### config.mk
export PLATFORM = sky130hd
export DESIGN_NAME = hadamard_collector
export DESIGN_NICKNAME = d
export VERILOG_FILES = /design/src/rtl/hadamard_collector.sv
export SDC_FILE = /design/constraint.sdc
export NUM_CORES = 1
export LEC_CHECK = 0
export CORE_ASPECT_RATIO = 0.9
export CORE_UTILIZATION = 42
export DETAILED_ROUTE_END_ITERATION = 16
export PLACE_DENSITY_LB_ADDON = 0.25
export SYNTH_ARGS = -nofsm -noshare
export SYNTH_HDL_FRONTEND = slang
export SYNTH_SLANG_ARGS = --single-unit
### constraint.sdc
create_clock -name clk -period 2.1 [get_ports clk]
set_input_delay 0.42 -clock clk [delete_from_list [all_inputs] [get_ports clk]]
set_output_delay 0.42 -clock clk [all_outputs]
set_load 0.01 [all_outputs]
### src/rtl/hadamard_collector.sv
`default_nettype none
// hadamard_collector: ping-pong frame buffer that captures 4-lane butterfly beats, undoes the
// lane/beat stride and streams points over valid/ready. Optional: HADAMARD_COLLECT_BITREV_EN.
module hadamard_collector #(
  parameter int expWidth    = 4,
  parameter int sigWidth    = 4,
  parameter int formatWidth = 9,
  parameter int FRAME_BEATS = 4
) (
  input  logic                     clk,
  input  logic                     rst,
  input  logic                     in_valid,
  input  logic [formatWidth*4-1:0] in_real,
  input  logic [formatWidth*4-1:0] in_imag,
  output logic                     out_valid,
  input  logic                     out_ready,
  output logic [formatWidth-1:0]   out_real,
  output logic [formatWidth-1:0]   out_imag,
  output logic                     out_last,
  output logic                     overflow,
  input  logic                     ovf_clr
);

  localparam int N  = 4 * FRAME_BEATS;
  localparam int BW = (FRAME_BEATS > 1) ? $clog2(FRAME_BEATS) : 1;
  localparam int IW = $clog2(N);

  logic [formatWidth-1:0] mem_re_q [2][N];
  logic [formatWidth-1:0] mem_re_d [2][N];
  logic [formatWidth-1:0] mem_im_q [2][N];
  logic [formatWidth-1:0] mem_im_d [2][N];

  logic          wr_bank_q, wr_bank_d;
  logic [BW-1:0] wr_beat_q, wr_beat_d;
  logic          rd_bank_q, rd_bank_d;
  logic [IW-1:0] rd_idx_q,  rd_idx_d;
  logic [1:0]    bank_full_q, bank_full_d;
  logic          overflow_q, overflow_d;

  logic          wr_accept, wr_drop, wr_last, rd_fire, rd_last;
  logic [1:0]    full_set, full_clr;
  logic [IW-1:0] wr_addr;
  logic [IW-1:0] rd_addr;

  assign wr_accept = in_valid & ~bank_full_q[wr_bank_q];
  assign wr_drop   = in_valid &  bank_full_q[wr_bank_q];
  assign wr_last   = (wr_beat_q == BW'(FRAME_BEATS - 1));
  assign rd_last   = (rd_idx_q == IW'(N - 1));
  assign rd_fire   = out_valid & out_ready;

  // Lane l of beat b lands at natural index l*FRAME_BEATS+b, undoing the butterfly stride.
  always_comb begin
    mem_re_d    = mem_re_q;
    mem_im_d    = mem_im_q;
    wr_bank_d   = wr_bank_q;
    wr_beat_d   = wr_beat_q;
    full_set    = 2'b00;
    wr_addr     = '0;
    if (wr_accept) begin
      for (int l = 0; l < 4; l++) begin
        wr_addr = IW'(l * FRAME_BEATS) + IW'(wr_beat_q);
        mem_re_d[wr_bank_q][wr_addr] = in_real[l*formatWidth +: formatWidth];
        mem_im_d[wr_bank_q][wr_addr] = in_imag[l*formatWidth +: formatWidth];
      end
      if (wr_last) begin
        full_set[wr_bank_q] = 1'b1;
        wr_bank_d           = ~wr_bank_q;
        wr_beat_d           = '0;
      end else begin
        wr_beat_d = wr_beat_q + BW'(1);
      end
    end
  end

  always_comb begin
    rd_bank_d = rd_bank_q;
    rd_idx_d  = rd_idx_q;
    full_clr  = 2'b00;
    if (rd_fire) begin
      if (rd_last) begin
        full_clr[rd_bank_q] = 1'b1;
        rd_bank_d           = ~rd_bank_q;
        rd_idx_d            = '0;
      end else begin
        rd_idx_d = rd_idx_q + IW'(1);
      end
    end
  end

  // Set and clear always target different banks; a new drop beats a same-cycle clear.
  always_comb begin
    bank_full_d = (bank_full_q | full_set) & ~full_clr;
    overflow_d  = (overflow_q & ~ovf_clr) | wr_drop;
  end

`ifdef HADAMARD_COLLECT_BITREV_EN
  for (genvar i = 0; i < IW; i++) begin : g_bitrev
    assign rd_addr[i] = rd_idx_q[IW-1-i];
  end
`else
  assign rd_addr = rd_idx_q;
`endif

  assign out_valid = bank_full_q[rd_bank_q];
  assign out_real  = mem_re_q[rd_bank_q][rd_addr];
  assign out_imag  = mem_im_q[rd_bank_q][rd_addr];
  assign out_last  = out_valid & rd_last;
  assign overflow  = overflow_q;

  always_ff @(posedge clk or negedge rst) begin
    if (!rst) begin
      for (int b = 0; b < 2; b++) begin
        for (int a = 0; a < N; a++) begin
          mem_re_q[b][a] <= '0;
          mem_im_q[b][a] <= '0;
        end
      end
      wr_bank_q   <= 1'b0;
      wr_beat_q   <= '0;
      rd_bank_q   <= 1'b0;
      rd_idx_q    <= '0;
      bank_full_q <= 2'b00;
      overflow_q  <= 1'b0;
    end else begin
      mem_re_q    <= mem_re_d;
      mem_im_q    <= mem_im_d;
      wr_bank_q   <= wr_bank_d;
      wr_beat_q   <= wr_beat_d;
      rd_bank_q   <= rd_bank_d;
      rd_idx_q    <= rd_idx_d;
      bank_full_q <= bank_full_d;
      overflow_q  <= overflow_d;
    end
  end

endmodule
`default_nettype wire

# Yosys cells after proc, flatten, opt, wreduce, memory -nomap -nowiden
# Index checks and enable logic that the tools add are counted.
# W data, S select, Z words.
# classes
magnitude_cmp,16
reduce_logical,9
n_bitwise,20
addsub,5
muxes,50
n_eq_ne,2
# ops
cell,count
$bwmux W288,8
$mux W144,10
$demux W144 S1,4
$demux W9 S4,4
$bmux W9 S4,2
$mux W9,8
$ge A5 B5 Y1 const B,5
$lt A5 B1 Y1 const B,4
$not A4 Y5,4
$mux W2,5
$logic_and A1 B1 Y1,7
$mux W1,6
$and A1 B1 Y1,5
$not A2 Y5,1
$add A3 B2 Y4 const A,1
$add A3 B3 Y4 const A,1
$add A4 B1 Y4 const B,1
$add A4 B2 Y4 const A,1
$eq A4 B4 Y1 const B,1
$ge A2 B2 Y1 const B,2
$lt A1 B2 Y1 const B,2
$mux W4,1
$not A1 Y1,4
$not A1 Y2,2
other kinds (10),13
# totals
register_bits,587
output_inout_bits,21
wordCells,172

# Depth between registers and ports, before layout
# depth
ltp_word,11
mapped_depth,8
mapped_depth_nobuf,4

# Worst setup path after synthesis
# OpenSTA, ideal clock, no wires.
# synth_path
kind,register to output
startpoint,"reg rd_idx_q[0], in the netlist rd_addr[0]"
endpoint,out out_imag[0]
path_buffers,4
path_stages_with_launch,8
required_ns,1.680
t_arrival_ns,1.766
setup_slack_ns,-0.086
path_cell_list,dfrtp_1 buf_6 buf_12 buf_6 buf_2 mux4_2 a2111oi_2 a21oi_1
# synth_between
elab_chain_len,4
# synth_lines
element,line,text
"start, declared",36,"logic [IW-1:0] rd_idx_q, rd_idx_d;"
"start signal, assigned",130,rd_idx_q <= rd_idx_d;
$not A4 Y5 (implied by the code),106,assign out_imag = mem_im_q[rd_bank_q][rd_addr];
$bmux W9 S4,106,
$mux W9 (implied by the code) (2 in series),106,
"end, declared",18,"output logic [formatWidth-1:0] out_imag,"
# Every way passes these cells. The select of a mux whose other input is x is not followed.

# Final worst setup path
# layout_path
startpoint,"reg rd_idx_q[0], in the netlist rd_addr[0]"
endpoint,out out_imag[7]
# Same word-level chain as after synthesis.

==> results.json <==
{
  "synth_top_cell_area_share_pct": 55.8,
  "maxCapViolCount": 0,
  "dieArea_um2": 63700,
  "startpoint_type": "flop",
  "slew_headroom_pct": 66.6,
  "dpl_cell_area_um2": 30200,
  "synth.most_common_cell": "dfrtp_1",
  "cts_sinks": 587,
  "ant_nets": 0,
  "final_util_pct": 53.9,
  "finalNonFillerCells": 2769,
  "async_reset_ff_share_pct": 100,
  "synth_commonest_cells": "dfrtp_1, mux2_2, mux4_2, mux2i_1, buf_2",
  "power_density_nw_per_um2": 1650,
  "yosysWarnings": 0,
  "grt_pass1_wl_um": 106000,
  "seq_area_frac_synth_pct": 55.8,
  "antenna_found_initial": 9,
  "min_path_type": "primary input to async pin",
  "end_kind": "output port",
  "clock-root-buffer": "clkbuf_16",
  "status": "finished with violations",
  "core_region_area_um2": 61500,
  "fin_tns_setup_ns": -19.44,
  "initial_core_util_pct": 42.8,
  "die_h_um": 239,
  "worst_clock_skew_ns": 0.0167,
  "synth.area.top_cells": "dfrtp_1, mux2_2, mux4_2, mux2i_1, buf_2",
  "critical_path_class": "flop to output port",
  "cts_tree": "done",
  "synth_cell_types": 38,
  "reg2reg_slack_ns": 0.11,
  "syn_to_final_growth_pct": 25.9,
  "overflow": 0,
  "vias_per_cell": 5.62,
  "synth-edff-count": 0,
  "drt-total-wl_um": 68300,
  "drt_iter0_markers": 806,
  "die_width_um": 266,
  "cts.path.max_buffers": 3,
  "worst_pin_slew_ns": 0.500,
  "worst-path-max-fanout": 4,
  "gp_congestion": 0.785,
  "h-tree-depth": 2,
  "num_io_pins": 98,
  "violations": "negative setup slack",
  "wl_per_cell_um": 24.7,
  "worstPathArrival_ns": 2.83,
  "fin_crit_ns": 3.25,
  "drt-pass1-iter-count": 4,
  "synth_cells": 1638,
  "report.final.hold_viol_count": 0,
  "fmax_mhz": 307,
  "finalWorstSetupSlack_ns": -1.15,
  "rr_worst_depth": 7,
  "rsz0062_at_grt": "yes",
  "fin_crit_sh_pct": 155,
  "vias": 15553,
  "timing.rr.end": "rd_addr[1]$_DFFE_PN0P_",
  "setup_viol": 20,
  "synth-seq-cells": 587,
  "nNetsFinal": 1962,
  "grt_max_degree": 93,
  "grtUsageTotal_pct": 22.2,
  "syn-num-nets": 1720,
  "critPathRequiredTime_ns": 1.68,
  "fill_cells": 4996,
  "rows": 86,
  "synth.avg_cell_area_um2": 16.1,
  "report.final.slew_viol_count": 0,
  "holdWs_ns": 0.304,
  "cts.clk_slew.worst_paths_ns": 0.06,
  "peakVddDrop_mv": 0.785,
  "syn_area_um2": 26300,
  "yosys.area.top_type": "dfrtp_1",
  "io_buffers": 97,
  "dpl.hpwl_um": 45200,
  "stdcell_area_um2": 33100,
  "first_global_vias": 16974,
  "ys.flop_type": "dfrtp_1",
  "drc": 0,
  "cts_buffers": 61,
  "rr_startpoint": "rd_bank_q$_DFFE_PN0P_",
  "place_inst": 2633,
  "p_leak_uw": 0.0141,
  "drive_above_1_share_pct": 57.6,
  "clk_latency_ns": 0.62
}
==> cell families (layout without fill, tap and decap cells) <==
kind of cell / Yosys count / count (layout) / share of synthesized area [%]
multiplexers: 760 / 760 / 36.9
flip-flops: 587 / 587 / 55.8
AO/OA/AOI/OAI: 134 / 134 / 4.05
buffers and inverters: 120 / 410 / 2.29
AND/OR/NAND/NOR: 29 / 29 / 0.585
adder cells (fa/ha/maj): 5 / 5 / 0.238
XOR/XNOR: 3 / 3 / 0.0998
other: 0 / 5 / 0
==> where the power goes <==
group	total [uW]	switching, uW	internal (uW)
registers	19500	2810	16700
clock network	11000	4430	6610
logic	24000	10400	13600
==> worst max-delay path: stages, from the launching register on <==
cell,delay [ns]
dfrtp_4,0.49
buf_6,0.14
buf_12,0.12
buf_8,0.12
mux4_2,0.42
a22o_1,0.26
a2111oi_4,0.35
a21oi_2,0.14
buf_2,0.18
==> metrics by stage <==
step                power, uW  setup slack [ns]
floorplan               33200          0.000431
global placement        41000            -0.866
detailed placement      41700            -0.904
CTS                     54500             -1.25
global route            57400             -1.21
finish                  54600             -1.15
==> layer usage <==
layer,vias to the layer above,wire length (um),part of all wire [%],track usage (%)
met5,-,45,0.066,0
met1,8438,31000,45,30.5
li1,6730,-,-,-
met3,118,2890,4.2,4.10
met4,8,1700,2.5,6.91
met2,259,32600,48,35.6
==> worst max path at each step <==
| stage | from | end | cells after the start | slack (ns) |
|---|---|---|---|---|
| after detailed placement | rd_addr[0]$_DFFE_PN0P_ | out_imag[7] | 6 | -0.90 |
| after floorplan | rd_addr[2]$_DFFE_PN0P_ | out_imag[0] | 6 | 0.0004 |
| after CTS | rd_addr[0]$_DFFE_PN0P_ | out_imag[7] | 8 | -1.25 |
| final | rd_addr[0]$_DFFE_PN0P_ | out_imag[7] | 8 | -1.15 |
| after global placement | rd_addr[0]$_DFFE_PN0P_ | out_real[5] | 6 | -0.87 |
| after global routing | rd_addr[0]$_DFFE_PN0P_ | out_imag[7] | 8 | -1.21 |
==> cell usage in the layout, fill, tap and decap left out, types with 4 or more instances in the layout <==
master           instances
inv_1                    4
buf_2                   12
clkbuf_8                16
nand2_1                  5
o221ai_2                 7
diode_2                  5
o221ai_1                 6
a21oi_4                 14
clkinv_2                12
o22ai_1                  5
mux2_2                 579
o22ai_4                  6
o221ai_4                 5
clkdlybuf4s50_1         76
bufinv_16                6
a22o_1                   8
a21oi_1                 10
a22o_4                  10
buf_8                    5
a22oi_2                  7
o22ai_2                  7
a2111oi_4               18
buf_12                  67
mux2i_1                 69
ha_1                     4
buf_4                  111
dfrtp_1                583
nand2_4                  4
mux4_2                 106
buf_6                   20
a22oi_1                 11
clkbuf_1                13
clkbuf_16               62
a21oi_2                 14
==> cell type report <==
type	count	area [um^2]	share of cell area (%)
tap	836	1050	3.16
inverter	4	15.0	0.0453
timing repair buffer	295	3390	10.2
sequential	587	14700	44.4
clock buffer	90	1800	5.42
antenna	5	12.5	0.0377
multi-input combinational	931	11900	36.0
clock inverter	21	267	0.804
==> repair_timing <==
item                       4_1_cts  5_1_grt
pin swaps                       32       14
setup buffers                   17        4
gates resized for setup        193       23
setup endpoints to repair       20       20
hold endpoints to repair        30        0
hold buffers                     1        0
gates cloned                     2        1
==> state kept, by name, indices dropped and copies added, names as in the netlist <==
| name | flops |
|---|---|
| bank_full_q | 2 |
| rd_addr | 4 |
| mem_im_q | 288 |
| wr_bank_q | 1 |
| overflow | 1 |
| wr_beat_q | 2 |
| mem_re_q | 288 |
| rd_bank_q | 1 |
(Power assumes the default switching activity.)
